<file path="src/rtl/reg_file_wb_arbiter_pkg.sv">
// Shared definitions for the register-file writeback arbiter.
//   - rf_wdata_sel encodings consumed by the register-file write-data mux
//   - default data/address widths and queue occupancy counter width
//   - queue entry layout {imm, rd, data}
package reg_file_wb_arbiter_pkg;

    localparam int unsigned DEF_DATA_W = 32;
    localparam int unsigned DEF_ADDR_W = 5;
    localparam int unsigned SEL_W      = 2;
    localparam int unsigned CNT_W      = 3;

    localparam logic [SEL_W-1:0] WSEL_MEM  = 2'b00;
    localparam logic [SEL_W-1:0] WSEL_MEMB = 2'b01;
    localparam logic [SEL_W-1:0] WSEL_IMM  = 2'b10;
    localparam logic [SEL_W-1:0] WSEL_ALU  = 2'b11;

    // Queue entry at default widths; the top packs the same {imm, rd, data}
    // layout into a flat vector so non-default widths work too.
    typedef struct packed {
        logic                  imm;
        logic [DEF_ADDR_W-1:0] rd;
        logic [DEF_DATA_W-1:0] data;
    } wb_entry_t;

    function automatic int unsigned entry_width(input int unsigned addr_w,
                                                input int unsigned data_w);
        return 1 + addr_w + data_w;
    endfunction

endpackage

</file>
<file path="src/rtl/reg_file_wb_arbiter_wb_fifo.sv">
// Circular in-order queue holding deferred ALU writebacks.
// Ports:
//   clock_i, reset_i : clock, synchronous active-low reset (flushes pointers/count)
//   push_i, wdata_i  : enqueue at tail (ignored when full)
//   pop_i            : dequeue head (ignored when empty)
//   head_o           : oldest entry
//   count_o          : occupancy 0..DEPTH
//   full_o, empty_o  : occupancy flags
module reg_file_wb_arbiter_wb_fifo
    import reg_file_wb_arbiter_pkg::*;
#(
    parameter int unsigned DEPTH = 2,
    parameter int unsigned WIDTH = 38
) (
    input  logic             clock_i,
    input  logic             reset_i,
    input  logic             push_i,
    input  logic             pop_i,
    input  logic [WIDTH-1:0] wdata_i,
    output logic [WIDTH-1:0] head_o,
    output logic [CNT_W-1:0] count_o,
    output logic             full_o,
    output logic             empty_o
);

    localparam int unsigned PTR_W = (DEPTH > 1) ? $clog2(DEPTH) : 1;

    logic [WIDTH-1:0] mem_q [DEPTH];
    logic [PTR_W-1:0] rd_ptr_q, rd_ptr_d;
    logic [PTR_W-1:0] wr_ptr_q, wr_ptr_d;
    logic [CNT_W-1:0] count_q, count_d;
    logic             do_push, do_pop;

    // Pointers wrap at DEPTH, which need not be a power of two.
    function automatic logic [PTR_W-1:0] ptr_inc(input logic [PTR_W-1:0] p);
        if (p == PTR_W'(DEPTH - 1)) begin
            return '0;
        end
        return p + PTR_W'(1);
    endfunction

    always_comb begin
        do_push  = push_i && !full_o;
        do_pop   = pop_i && !empty_o;
        rd_ptr_d = rd_ptr_q;
        wr_ptr_d = wr_ptr_q;
        count_d  = count_q;
        if (do_pop) begin
            rd_ptr_d = ptr_inc(rd_ptr_q);
        end
        if (do_push) begin
            wr_ptr_d = ptr_inc(wr_ptr_q);
        end
        case ({do_push, do_pop})
            2'b10:   count_d = count_q + CNT_W'(1);
            2'b01:   count_d = count_q - CNT_W'(1);
            default: count_d = count_q;
        endcase
    end

    always_ff @(posedge clock_i) begin
        if (!reset_i) begin
            rd_ptr_q <= '0;
            wr_ptr_q <= '0;
            count_q  <= '0;
        end else begin
            rd_ptr_q <= rd_ptr_d;
            wr_ptr_q <= wr_ptr_d;
            count_q  <= count_d;
        end
    end

    // Storage needs no reset; validity is tracked by count_q.
    always_ff @(posedge clock_i) begin
        if (do_push && reset_i) begin
            mem_q[wr_ptr_q] <= wdata_i;
        end
    end

    assign head_o  = mem_q[rd_ptr_q];
    assign count_o = count_q;
    assign full_o  = (count_q == CNT_W'(DEPTH));
    assign empty_o = (count_q == '0);

endmodule

</file>
<file path="src/rtl/reg_file_wb_arbiter.sv">
// Register-file write-port arbiter between load returns (non-stallable,
// highest priority) and ALU/immediate results (stallable, queued when the
// port is busy or older ALU results are still waiting).
// Ports:
//   clock_i, reset_i           : clock, synchronous active-low reset
//   alu_valid_i/imm_i/rd_i/data_i, alu_ready_o : ALU writeback handshake
//   mem_valid_i/byte_i/rd_i/data_i             : load return (always accepted)
//   rf_we_o, rf_waddr_o, rf_wdata_o, rf_wdata_sel_o : registered write port
//   q_count_o                  : deferred-queue occupancy
//   deferred_cnt_o             : saturating count of deferred ALU writes,
//                                present only when WB_ARB_STATS_EN is defined
module reg_file_wb_arbiter
    import reg_file_wb_arbiter_pkg::*;
#(
    parameter int unsigned DEPTH  = 2,
    parameter int unsigned DATA_W = DEF_DATA_W,
    parameter int unsigned ADDR_W = DEF_ADDR_W
) (
    input  logic              clock_i,
    input  logic              reset_i,
    input  logic              alu_valid_i,
    input  logic              alu_imm_i,
    input  logic [ADDR_W-1:0] alu_rd_i,
    input  logic [DATA_W-1:0] alu_data_i,
    output logic              alu_ready_o,
    input  logic              mem_valid_i,
    input  logic              mem_byte_i,
    input  logic [ADDR_W-1:0] mem_rd_i,
    input  logic [DATA_W-1:0] mem_data_i,
    output logic              rf_we_o,
    output logic [ADDR_W-1:0] rf_waddr_o,
    output logic [DATA_W-1:0] rf_wdata_o,
    output logic [SEL_W-1:0]  rf_wdata_sel_o,
    output logic [CNT_W-1:0]  q_count_o
`ifdef WB_ARB_STATS_EN
    ,
    output logic [15:0]       deferred_cnt_o
`endif
);

    localparam int unsigned ENTRY_W = entry_width(ADDR_W, DATA_W);

    logic [ENTRY_W-1:0] alu_entry, q_head;
    logic [CNT_W-1:0]   q_count;
    logic               q_full, q_empty;
    logic               alu_acc, push, pop, grant;
    logic [ADDR_W-1:0]  g_rd;
    logic [DATA_W-1:0]  g_data;
    logic [SEL_W-1:0]   g_sel;

    logic               rf_we_q, rf_we_d;
    logic [ADDR_W-1:0]  rf_waddr_q, rf_waddr_d;
    logic [DATA_W-1:0]  rf_wdata_q, rf_wdata_d;
    logic [SEL_W-1:0]   rf_wdata_sel_q, rf_wdata_sel_d;

    assign alu_ready_o = reset_i && !q_full;
    assign alu_entry   = {alu_imm_i, alu_rd_i, alu_data_i};

    reg_file_wb_arbiter_wb_fifo #(
        .DEPTH (DEPTH),
        .WIDTH (ENTRY_W)
    ) u_fifo (
        .clock_i (clock_i),
        .reset_i (reset_i),
        .push_i  (push),
        .pop_i   (pop),
        .wdata_i (alu_entry),
        .head_o  (q_head),
        .count_o (q_count),
        .full_o  (q_full),
        .empty_o (q_empty)
    );

    // Grant: load return, then oldest queued ALU write, then ALU bypass.
    // Any accepted ALU write that loses the port goes to the queue tail.
    always_comb begin
        alu_acc = alu_valid_i && alu_ready_o;
        grant   = 1'b0;
        push    = 1'b0;
        pop     = 1'b0;
        g_rd    = '0;
        g_data  = '0;
        g_sel   = WSEL_MEM;
        if (mem_valid_i) begin
            grant  = 1'b1;
            push   = alu_acc;
            g_rd   = mem_rd_i;
            g_data = mem_byte_i ? {{(DATA_W-8){mem_data_i[7]}}, mem_data_i[7:0]}
                                : mem_data_i;
            g_sel  = mem_byte_i ? WSEL_MEMB : WSEL_MEM;
        end else if (!q_empty) begin
            grant  = 1'b1;
            pop    = 1'b1;
            push   = alu_acc;
            g_rd   = q_head[DATA_W +: ADDR_W];
            g_data = q_head[DATA_W-1:0];
            g_sel  = q_head[ENTRY_W-1] ? WSEL_IMM : WSEL_ALU;
        end else if (alu_acc) begin
            grant  = 1'b1;
            g_rd   = alu_rd_i;
            g_data = alu_data_i;
            g_sel  = alu_imm_i ? WSEL_IMM : WSEL_ALU;
        end
    end

    // r0 writes still consume their slot and update address/data/select.
    always_comb begin
        rf_we_d        = grant && (g_rd != '0);
        rf_waddr_d     = grant ? g_rd   : rf_waddr_q;
        rf_wdata_d     = grant ? g_data : rf_wdata_q;
        rf_wdata_sel_d = grant ? g_sel  : rf_wdata_sel_q;
    end

    always_ff @(posedge clock_i) begin
        if (!reset_i) begin
            rf_we_q        <= 1'b0;
            rf_waddr_q     <= '0;
            rf_wdata_q     <= '0;
            rf_wdata_sel_q <= WSEL_MEM;
        end else begin
            rf_we_q        <= rf_we_d;
            rf_waddr_q     <= rf_waddr_d;
            rf_wdata_q     <= rf_wdata_d;
            rf_wdata_sel_q <= rf_wdata_sel_d;
        end
    end

    assign rf_we_o        = rf_we_q;
    assign rf_waddr_o     = rf_waddr_q;
    assign rf_wdata_o     = rf_wdata_q;
    assign rf_wdata_sel_o = rf_wdata_sel_q;
    assign q_count_o      = q_count;

`ifdef WB_ARB_STATS_EN
    logic [15:0] deferred_q, deferred_d;

    // Saturating count of ALU writes that had to wait in the queue.
    always_comb begin
        deferred_d = deferred_q;
        if (push && (deferred_q != 16'hFFFF)) begin
            deferred_d = deferred_q + 16'd1;
        end
    end

    always_ff @(posedge clock_i) begin
        if (!reset_i) begin
            deferred_q <= '0;
        end else begin
            deferred_q <= deferred_d;
        end
    end

    assign deferred_cnt_o = deferred_q;
`endif

endmodule

</file>
<file path="config.mk">
export PLATFORM = sky130hd
export DESIGN_NAME = reg_file_wb_arbiter
export DESIGN_NICKNAME = d
export VERILOG_FILES = /design/src/rtl/reg_file_wb_arbiter_pkg.sv /design/src/rtl/reg_file_wb_arbiter_wb_fifo.sv /design/src/rtl/reg_file_wb_arbiter.sv
export SDC_FILE = /design/constraint.sdc
export NUM_CORES = 1
export LEC_CHECK = 0
export ABC_AREA = 1
export CAP_MARGIN = 10
export CORE_MARGIN = 5
export CORE_UTILIZATION = 54
export DETAILED_ROUTE_END_ITERATION = 7
export GPL_TIMING_DRIVEN = 0
export HOLD_SLACK_MARGIN = 0.08
export PLACE_DENSITY = 0.84
export SLEW_MARGIN = 10
export SYNTH_ARGS = -nofsm -noshare
export SYNTH_HDL_FRONTEND = slang
export SYNTH_SLANG_ARGS = --single-unit
export TNS_END_PERCENT = 10
</file>
<file path="constraint.sdc">
create_clock -name clock_i -period 7 [get_ports clock_i]
set_input_delay 1.4 -clock clock_i [delete_from_list [all_inputs] [get_ports clock_i]]
set_output_delay 1.4 -clock clock_i [all_outputs]
set_load 0.02 [all_outputs]
</file>
==> results of run 1 <==
-- registers in the layout, indices dropped and copies added, names as in the netlist, named ones only --
signal,count
u_fifo.count_o,3
u_fifo.wr_ptr_q,1
rf_wdata_o,32
u_fifo.rd_ptr_q,1
rf_wdata_sel_o,2
rf_waddr_o,5
rf_we_o,1
u_fifo.mem_q,76
-- cells by family after synthesis --
kind of cell    after synthesis
compound gates              110
fa+ha+maj                     2
flops                       122
mux                           3
simple gates                252
buf+inv                      85
-- critical path: cells and delay by family --
kind | cells | cell delay (ps)
and+or+nand+nor | 1 | 100
buffers and inverters | 4 | 1720
-- cell type report --
class	instances	area (um^2)
clock inverters	10	150
fillers	655	2560
inverters	53	199
well taps	136	170
clock buffers	22	443
plain buffers	32	168
multi-input cells	367	2000
flip-flops and latches	122	3200
repair buffers	125	1290
-- cells in the mapped netlist (all sizes together) --
| cell type | n | area share |
|---|---|---|
| dfxtp | 46 | 0.17 |
| a31oi | 2 | 0.0023 |
| fa | 1 | 0.0036 |
| o21ai | 67 | 0.060 |
| nand3 | 12 | 0.013 |
| clkinv | 1 | 0.00067 |
| nor2 | 19 | 0.017 |
| a41oi | 30 | 0.088 |
| buf | 19 | 0.021 |
| nand4 | 3 | 0.0034 |
| or2 | 2 | 0.0023 |
| a211oi | 1 | 0.0014 |
| edfxtp | 76 | 0.41 |
| a21oi | 8 | 0.0072 |
| mux2i | 3 | 0.0054 |
| o211ai | 2 | 0.0027 |
| inv | 52 | 0.035 |
| ha | 1 | 0.0023 |
| clkbuf | 13 | 0.0088 |
| nand2 | 216 | 0.15 |
-- per-layer routing --
metal  track usage  up-vias  share of wire
li1              -     2225              -
met1         0.289     2351           0.37
met2         0.462      286           0.50
met3        0.0668       77          0.082
met4         0.170        0          0.049
met5             0        -              0
-- power by group through the flow --
stage,clock [W],combinational [W],sequential (W)
4_1_cts,0.000887,0.00104,0.000965
3_3_place_gp,0,0.000967,0.000973
6_report,0.000884,0.00105,0.000969
5_1_grt,0.000922,0.00112,0.000977
2_1_floorplan,0,0.000514,0.00106
3_5_place_dp,0,0.00102,0.000973
-- worst max-delay path by stage --
stage | from | end | slack [ps]
finish | reset_i | alu_ready_o | 2380
global route | reset_i | alu_ready_o | 2310
CTS | reset_i | alu_ready_o | 2400
detailed placement | reset_i | alu_ready_o | 2420
global placement | reset_i | u_fifo.mem_q[1][3] | 1610
floorplan | reset_i | u_fifo.mem_q[1][0] | 3240
-- through the flow --
stage / setup slack (ps) / hold slack (ps) / utilization
2_1_floorplan: 3240 / 426 / -
3_3_place_gp: 1610 / 438 / 0.683
3_5_place_dp: 2420 / 455 / 0.690
4_1_cts: 2400 / 463 / 0.748
5_1_grt: 2310 / 490 / 0.748
6_report: 2380 / 469 / 0.748
==> results by stage, run 1 <==
Status:
- The flow ran to the end, but the final reports show violations.
- The final reports fail on design-rule violations.

Yosys:
- After synthesis, the mean cell area works out to 9.68 um^2.
- Synthesis handed over a netlist of 574 instances.
- The fraction of synthesized area in multiplexers is 0.00540.
- Of the total synthesized cell area, the portion taken by XOR and XNOR cells is 0.
- The synthesized-area fraction occupied by ao, oa, aoi and oai cells was 0.162.
- The synthesized netlist contains 29 unique library cells.
- The flop and latch count out of synthesis is 122.
- The mapped netlist covers 5560 um^2.
- Of the total synthesized cell area, the portion taken by full adders, half adders and majority gates is 0.00585.
- By area, the combinational part of the netlist is dominated by simple AND/OR/NAND/NOR gates.
- Of the total synthesized cell area, the portion taken by AND, OR, NAND and NOR gates is 0.185.
- The net count after synthesis is 656.
- For this run, the number of Yosys warnings is 0.
- The portion of the post-synthesis area used by sequential elements is 0.576.

GRT:
- The via count of the first global-routing pass was 5281.
- The global router's overall resource usage is 0.266.
- The number of antenna violations at the first check in global routing is 0.
- The first global-routing pass estimated 26000 um of wire.
- The maximum number of pins on one net before global-route repair is 21.
- The global-route congestion overflow total is 0.

Cells and area:
- Leaving out fill and tap cells, the most frequent cell in the layout is nand2_1.
- The finished layout holds 867 standard cells, fillers aside.
- Relative to the synthesized area, the layout overhead comes to 37.1%.
- The final instance area is 7620 um^2.
- After the last flow step, the layout net total stands at 800.
- The count of inserted antenna diode cells is 0.
- The fraction of layout instances using a drive strength above 1 is 0.123.
- Leaving out fill and tap cells, the most frequent cells in the layout are nand2_1, clkdlybuf4s50_1, edfxtp_1, o21ai_0, inv_1.

Power:
- The worst-case IR drop observed on VDD is 0.000240 V.
- Of the total power, the share spent switching nets is 0.356.
- The leakage power summed over all cells is 2.97 nW.
- For this design the total switching power over the nets is 0.00103 W.
- The power per cell area is 381 nW/um^2.
- The total power is 0.00290 W.
- The share of total power dissipated in combinational logic is 0.362.
- The clock share of power is 0.304.
- Of the total power, registers draw 0.334.
- The internal power summed over all cells is 0.00187 W.

STA:
- Setup repair after global routing left no endpoint under its margin.
- The fraction of the cycle the final worst path needs is 0.660.
- The number of hold violations in the final report is 0.
- For the pin with the worst max-slew slack, the measured transition is 698 ps.
- The achievable frequency is 216 MHz.
- In the final timing run, aggregate negative setup slack is 0 ps.
- For the final database, setup skew stands at 6.27 ps.
- The normalized max-slew margin is 0.533.
- The final critical-path required period is 4620 ps.
- The number of slew-limit violations in the final report is 0.
- The final setup violation count is 0.

Floorplanning:
- The overall die area is 12400 um^2.
- The row count is 37.
- The floorplan step set the die height to 111 um.
- The effective utilization at floorplan is 0.546.
- The core area is 10200 um^2.
- The die outline width is 111 um.
- The I/O pin total is 124.

Placement:
- The area after detailed placement is 7030 um^2.
- Once placement completed, the tool counted placed cells totaling 835.
- Port buffering added 123 buffers.
- The half-perimeter wire length of the detailed placement result is 11000 um.
- At the end of routability-driven placement, the weighted congestion stood at 0.849.

Min path:
- The number of stages on the worst hold path is 1.
- The tightest min-delay check is of the flop to flop type.
- The startpoint of the most critical hold path is u_fifo.rd_ptr_q.
- The worst hold path terminates at u_fifo.rd_ptr_q.

Setup path:
- The highest net fanout along the worst path is 10.
- Across all register-to-register paths, the minimum setup slack is 4380 ps.
- The kind of end point of the critical path is an output port.
- STA puts the critical path data required time at 5600 ps.
- The worst reg2reg path startpoint is u_fifo.count_o[0].
- The most numerous cell type found on the critical path is clkdlybuf4s50_1.
- The worst register-to-register path has a depth of 12.
- The signal on the critical path passes through clkdlybuf4s50_1, clkbuf_1, nand2_1, inv_1, clkdlybuf4s50_1.
- The cell with the largest stage delay on the worst path is clkdlybuf4s50_1.
- By startpoint and endpoint, the worst setup path is classified as input pin to output port.
- Data on the critical path arrives at its endpoint at 3220 ps.
- On the worst path, the slowest cell contributes a delay of 660 ps.
- The worst setup path is launched from an input pin.
- The end of the worst register-to-register path is u_fifo.count_o[2].

CTS:
- Clock-pin slew was measured on the worst setup and hold paths at 50 ps.
- Gates resized during post-CTS repair numbered 0.
- The longest clock path from root to sink contains 2 buffers.
- The later-pin clock latency in the skew report is 530 ps.
- The number of setup buffers added after CTS is 0.
- The H-tree depth is 4.
- The clock drives 122 sinks.
- The number of buffers inserted for hold repair after clock tree synthesis is 0.
- CTS placed an instance of clkbuf_8 at the clock tree root.
- TritonCTS created 17 clock buffers.
- TritonCTS built the clock tree.

Routing:
- The post-detailed-route wirelength per cell is 19.1 um.
- The post-detailed-route count of antenna-violating nets is 0.
- In the routed design, unresolved DRC markers number 2.
- The via count is 4939.
- In this run, the number of DRC markers left after iteration 0 of detailed routing was 408.
- The first detailed-routing pass took 8 iterations.
- The detailed-route vias per instance is 5.70.
- The overall routed net length is 16500 um.

Flow run:
- The total of max-cap violations is 0.
Note: power is estimated with default switching activity, not from simulation.
==> run 2, diff against run 1 <==
--- a/config.mk
+++ b/config.mk
@@ -8,11 +8,11 @@
 export ABC_AREA = 1
 export CAP_MARGIN = 10
 export CORE_MARGIN = 5
-export CORE_UTILIZATION = 54
+export CORE_UTILIZATION = 46
 export DETAILED_ROUTE_END_ITERATION = 7
 export GPL_TIMING_DRIVEN = 0
 export HOLD_SLACK_MARGIN = 0.08
-export PLACE_DENSITY = 0.84
+export PLACE_DENSITY = 0.76
 export SLEW_MARGIN = 10
 export SYNTH_ARGS = -nofsm -noshare
 export SYNTH_HDL_FRONTEND = slang
==> constraint.sdc (replaced) <==
create_clock -name clock_i -period 3.9 [get_ports clock_i]
set_input_delay 0.78 -clock clock_i [delete_from_list [all_inputs] [get_ports clock_i]]
set_output_delay 0.78 -clock clock_i [all_outputs]
set_load 0.02 [all_outputs]
==> run 2 against run 1 <==
The run now ends clean. Combinational power up 76%. Via count down 3.9%. Design area down 0.31%. Cell count up 1.3%. Total power up 75%. Non-clock buffer count unchanged. Worst setup slack worse by 1900 ps. Sequential power up 79%. Highest routed layer unchanged.
==> results by stage, run 2 (synthesized netlist as in run 1, its figures left out) <==
Power:
- The total power is 0.00507 W (was 0.00290 W).
- The combinational cell fraction of total power is 0.364 (was 0.362).
- The clock share of power came to 0.295 (was 0.304).
- The power per cell area was 668 nW/um^2 (was 381 nW/um^2).
- The leakage power summed over all cells is 2.95 nW (was 2.97 nW).
- The fraction of power consumed by sequential logic is 0.341 (was 0.334).
- The net switching power was 0.00188 W (was 0.00103 W).
- The maximum ir drop on the vdd rail is 0.000313 V (was 0.000240 V).
- The fraction of power spent switching nets is 0.371 (was 0.356).
- The internal power summed over all cells came to 0.00319 W (was 0.00187 W).

Routing:
- The remaining design rule violation count is 0 (was 2).
- The first-iteration detailed-routing DRC count is 411 (was 408).
- The detailed-route vias per instance came to 5.40 (was 5.70).
- The via count is 4745 (was 4939).
- The post-detailed-route count of antenna-violating nets is 0 (unchanged).
- The post-detailed-route wirelength per cell came to 18.0 um (was 19.1 um).
- The overall routed net length is 15800 um (was 16500 um).
- The number of iterations in the first detailed-routing pass is 5 (was 8).

STA:
- RSZ-0062 raised after global routing: false (unchanged).
- The final critical-path required period is 3400 ps.
- The hold slack came to 463 ps (was 469 ps).
- The accumulated negative setup slack came to 0 ps (unchanged).
- The number of hold violations in the final report is 0 (unchanged).
- The normalized max-slew margin is 0.584 (was 0.533).
- The number of slew-limit violations in the final report is 0 (unchanged).
- The clock tree skew after final layout is 8.90 ps (was 6.27 ps).
- The final setup violation count came to 0 (unchanged).
- The slew at the pin closest to its max-slew limit came to 622 ps (was 698 ps).
- Dividing the final minimum period by the clock period gives 0.871.
- The achievable frequency is 294 MHz.

Setup path:
- The most repeated library cell on the critical path is clkdlybuf4s50_1 (unchanged).
- The worst path arrival time is 2620 ps (was 3220 ps).
- The worst reg2reg path startpoint was u_fifo.count_o[1] (was u_fifo.count_o[0]).
- The highest net fanout along the worst path is 10 (unchanged).
- The cell with the largest stage delay on the worst path was clkdlybuf4s50_1 (unchanged).
- The worst setup path category is input pin to output port (unchanged).
- The startpoint kind of the worst setup timing path is an input pin (unchanged).
- The maximum single-stage delay on the critical path is 670 ps (was 660 ps).
- The kind of end point of the critical path is an output port (unchanged).
- The critical path launch point is reset_i (unchanged).
- Worst-path cell chain: clkdlybuf4s50_1, clkbuf_1, nand2_1, inv_1, clkdlybuf4s50_1 (unchanged).
- The critical path required time is 3120 ps (was 5600 ps).

Min path:
- The startpoint of the most critical hold path is u_fifo.rd_ptr_q (unchanged).
- The worst min-delay path category is flop to flop (unchanged).

Cells and area:
- Commonest cells after routing, fill and taps aside: nand2_1, clkdlybuf4s50_1, edfxtp_1, o21ai_0, inv_1 (unchanged).
- The number of flip-flops in the largest register is 76 (unchanged).
- The storage element area came to 3200 um^2 (unchanged).
- The area growth from synthesis to final layout is 36.7% (was 37.1%).
- The most common cell after layout, fill and taps aside is nand2_1 (unchanged).
- The final instance area is 7600 um^2 (was 7620 um^2).
- The fraction of layout instances using a drive strength above 1 is 0.131 (was 0.123).
- The most flop-heavy register is u_fifo.mem_q (unchanged).
- The fill cell total of the finished layout is 962 (was 655).
- The total number of nets in the final design is 800 (unchanged).
- The count of inserted antenna diode cells is 0 (unchanged).
- The number of standard cells in the layout, taps in and fillers out came to 878 (was 867).
- The total area of multi-input combinational cells came to 2000 um^2 (unchanged).

GRT:
- The global-route congestion overflow total is 0 (unchanged).
- The via count of the first global-routing pass is 5006 (was 5281).
- The global router's overall resource usage is 0.225 (was 0.266).
- The number of antenna violations at the first check in global routing is 0 (unchanged).
- The first-pass GRT wire length came to 25200 um (was 26000 um).
- The maximum number of pins on one net before global-route repair is 24 (was 21).

CTS:
- The number of buffers inserted for hold repair after clock tree synthesis came to 0 (unchanged).
- The number of buffers added by the clock tree synthesis step is 17 (unchanged).
- The clock sink count came to 122 (unchanged).
- The number of gates resized after cts came to 0 (unchanged).
- The cell at the root of the clock tree is clkbuf_16 (was clkbuf_8).
- The H-tree depth is 4 (unchanged).
- The later-pin clock latency in the skew report is 410 ps (was 530 ps).
- The post-CTS clock slew at the launch and capture registers of the worst setup and hold paths is 60 ps (was 50 ps).
- The setup fix buffers added after clock tree synthesis is 0 (unchanged).
- The TritonCTS clock tree is yes (unchanged).
- The maximum count of clock buffers along a single path is 2 (unchanged).

Status:
- Result of the run: finished, final reports clean (was finished with violations).

Floorplanning:
- The I/O pin total is 124 (unchanged).
- The chip height is 120 um (was 111 um).
- The die outline width was 120 um (was 111 um).
- The row count is 40 (was 37).
- The overall die area came to 14400 um^2 (was 12400 um^2).
- The effective utilization at floorplan is 0.467 (was 0.546).
- The core area was 11900 um^2 (was 10200 um^2).

Placement:
- The area after detailed placement was 7040 um^2 (was 7030 um^2).
- The count of input and output buffers is 123 (unchanged).
- The instance count after placement with tap cells included is 846 (was 835).
- The last weighted congestion value of the routability-driven placer is 0.834 (was 0.849).
- The half-perimeter wire length of the detailed placement result was 11100 um (was 11000 um).

Flow run:
- The total of max-cap violations is 0 (unchanged).
[run 2: worst max-delay path: cells and delay by family]
kind                   cells  cell delay (ps)
buffers and inverters      4             1730
and+or+nand+nor            1              100
[run 2: stage by stage]
| stage | setup WS [ps] | utilization |
|---|---|---|
| 3_5_place_dp | 498 | 0.591 |
| 2_1_floorplan | 760 | - |
| 6_report | 504 | 0.638 |
| 5_1_grt | 417 | 0.638 |
| 4_1_cts | 502 | 0.638 |
| 3_3_place_gp | -971 | 0.585 |
[run 2: final cells by class]
class	count	share of cell area
Multi-Input combinational cell	367	0.264
Timing Repair Buffer	125	0.168
Clock buffer	17	0.0560
Sequential cell	122	0.422
Tap cell	147	0.0242
Buffer	32	0.0221
Clock inverter	15	0.0181
Inverter	53	0.0262
[run 2: power groups by stage]
stage	clock (W)	combinational, W	sequential, W
floorplan	0	0.000923	0.00191
global route	0.00157	0.00200	0.00175
detailed placement	0	0.00183	0.00175
CTS	0.00151	0.00184	0.00173
global placement	0	0.00176	0.00175
finish	0.00150	0.00185	0.00173
[run 2: layer usage]
| metal | GRT usage | part of all wire | up-vias |
|---|---|---|---|
| li1 | - | - | 2232 |
| met1 | 0.268 | 0.39 | 2262 |
| met2 | 0.387 | 0.51 | 228 |
| met3 | 0.0575 | 0.083 | 23 |
| met4 | 0.0931 | 0.018 | 0 |
| met5 | 0 | 0 | - |
[run 2: worst paths after layout]
path | end | slack (ps) | depth (start not counted)
min reg2reg | flop | 460 | 1
max | alu_ready_o | 500 | 5
max reg2reg | u_fifo.count_o[2] | 1380 | 12
min | flop | 460 | 1
==> run 3, diff against run 2 <==
--- a/config.mk
+++ b/config.mk
@@ -9,6 +9,7 @@
 export CAP_MARGIN = 10
 export CORE_MARGIN = 5
 export CORE_UTILIZATION = 46
+export CTS_CLUSTER_SIZE = 14
 export DETAILED_ROUTE_END_ITERATION = 7
 export GPL_TIMING_DRIVEN = 0
 export HOLD_SLACK_MARGIN = 0.08
==> results of run 3 <==
Final layout, timing and power as in run 2 (identical DEF).
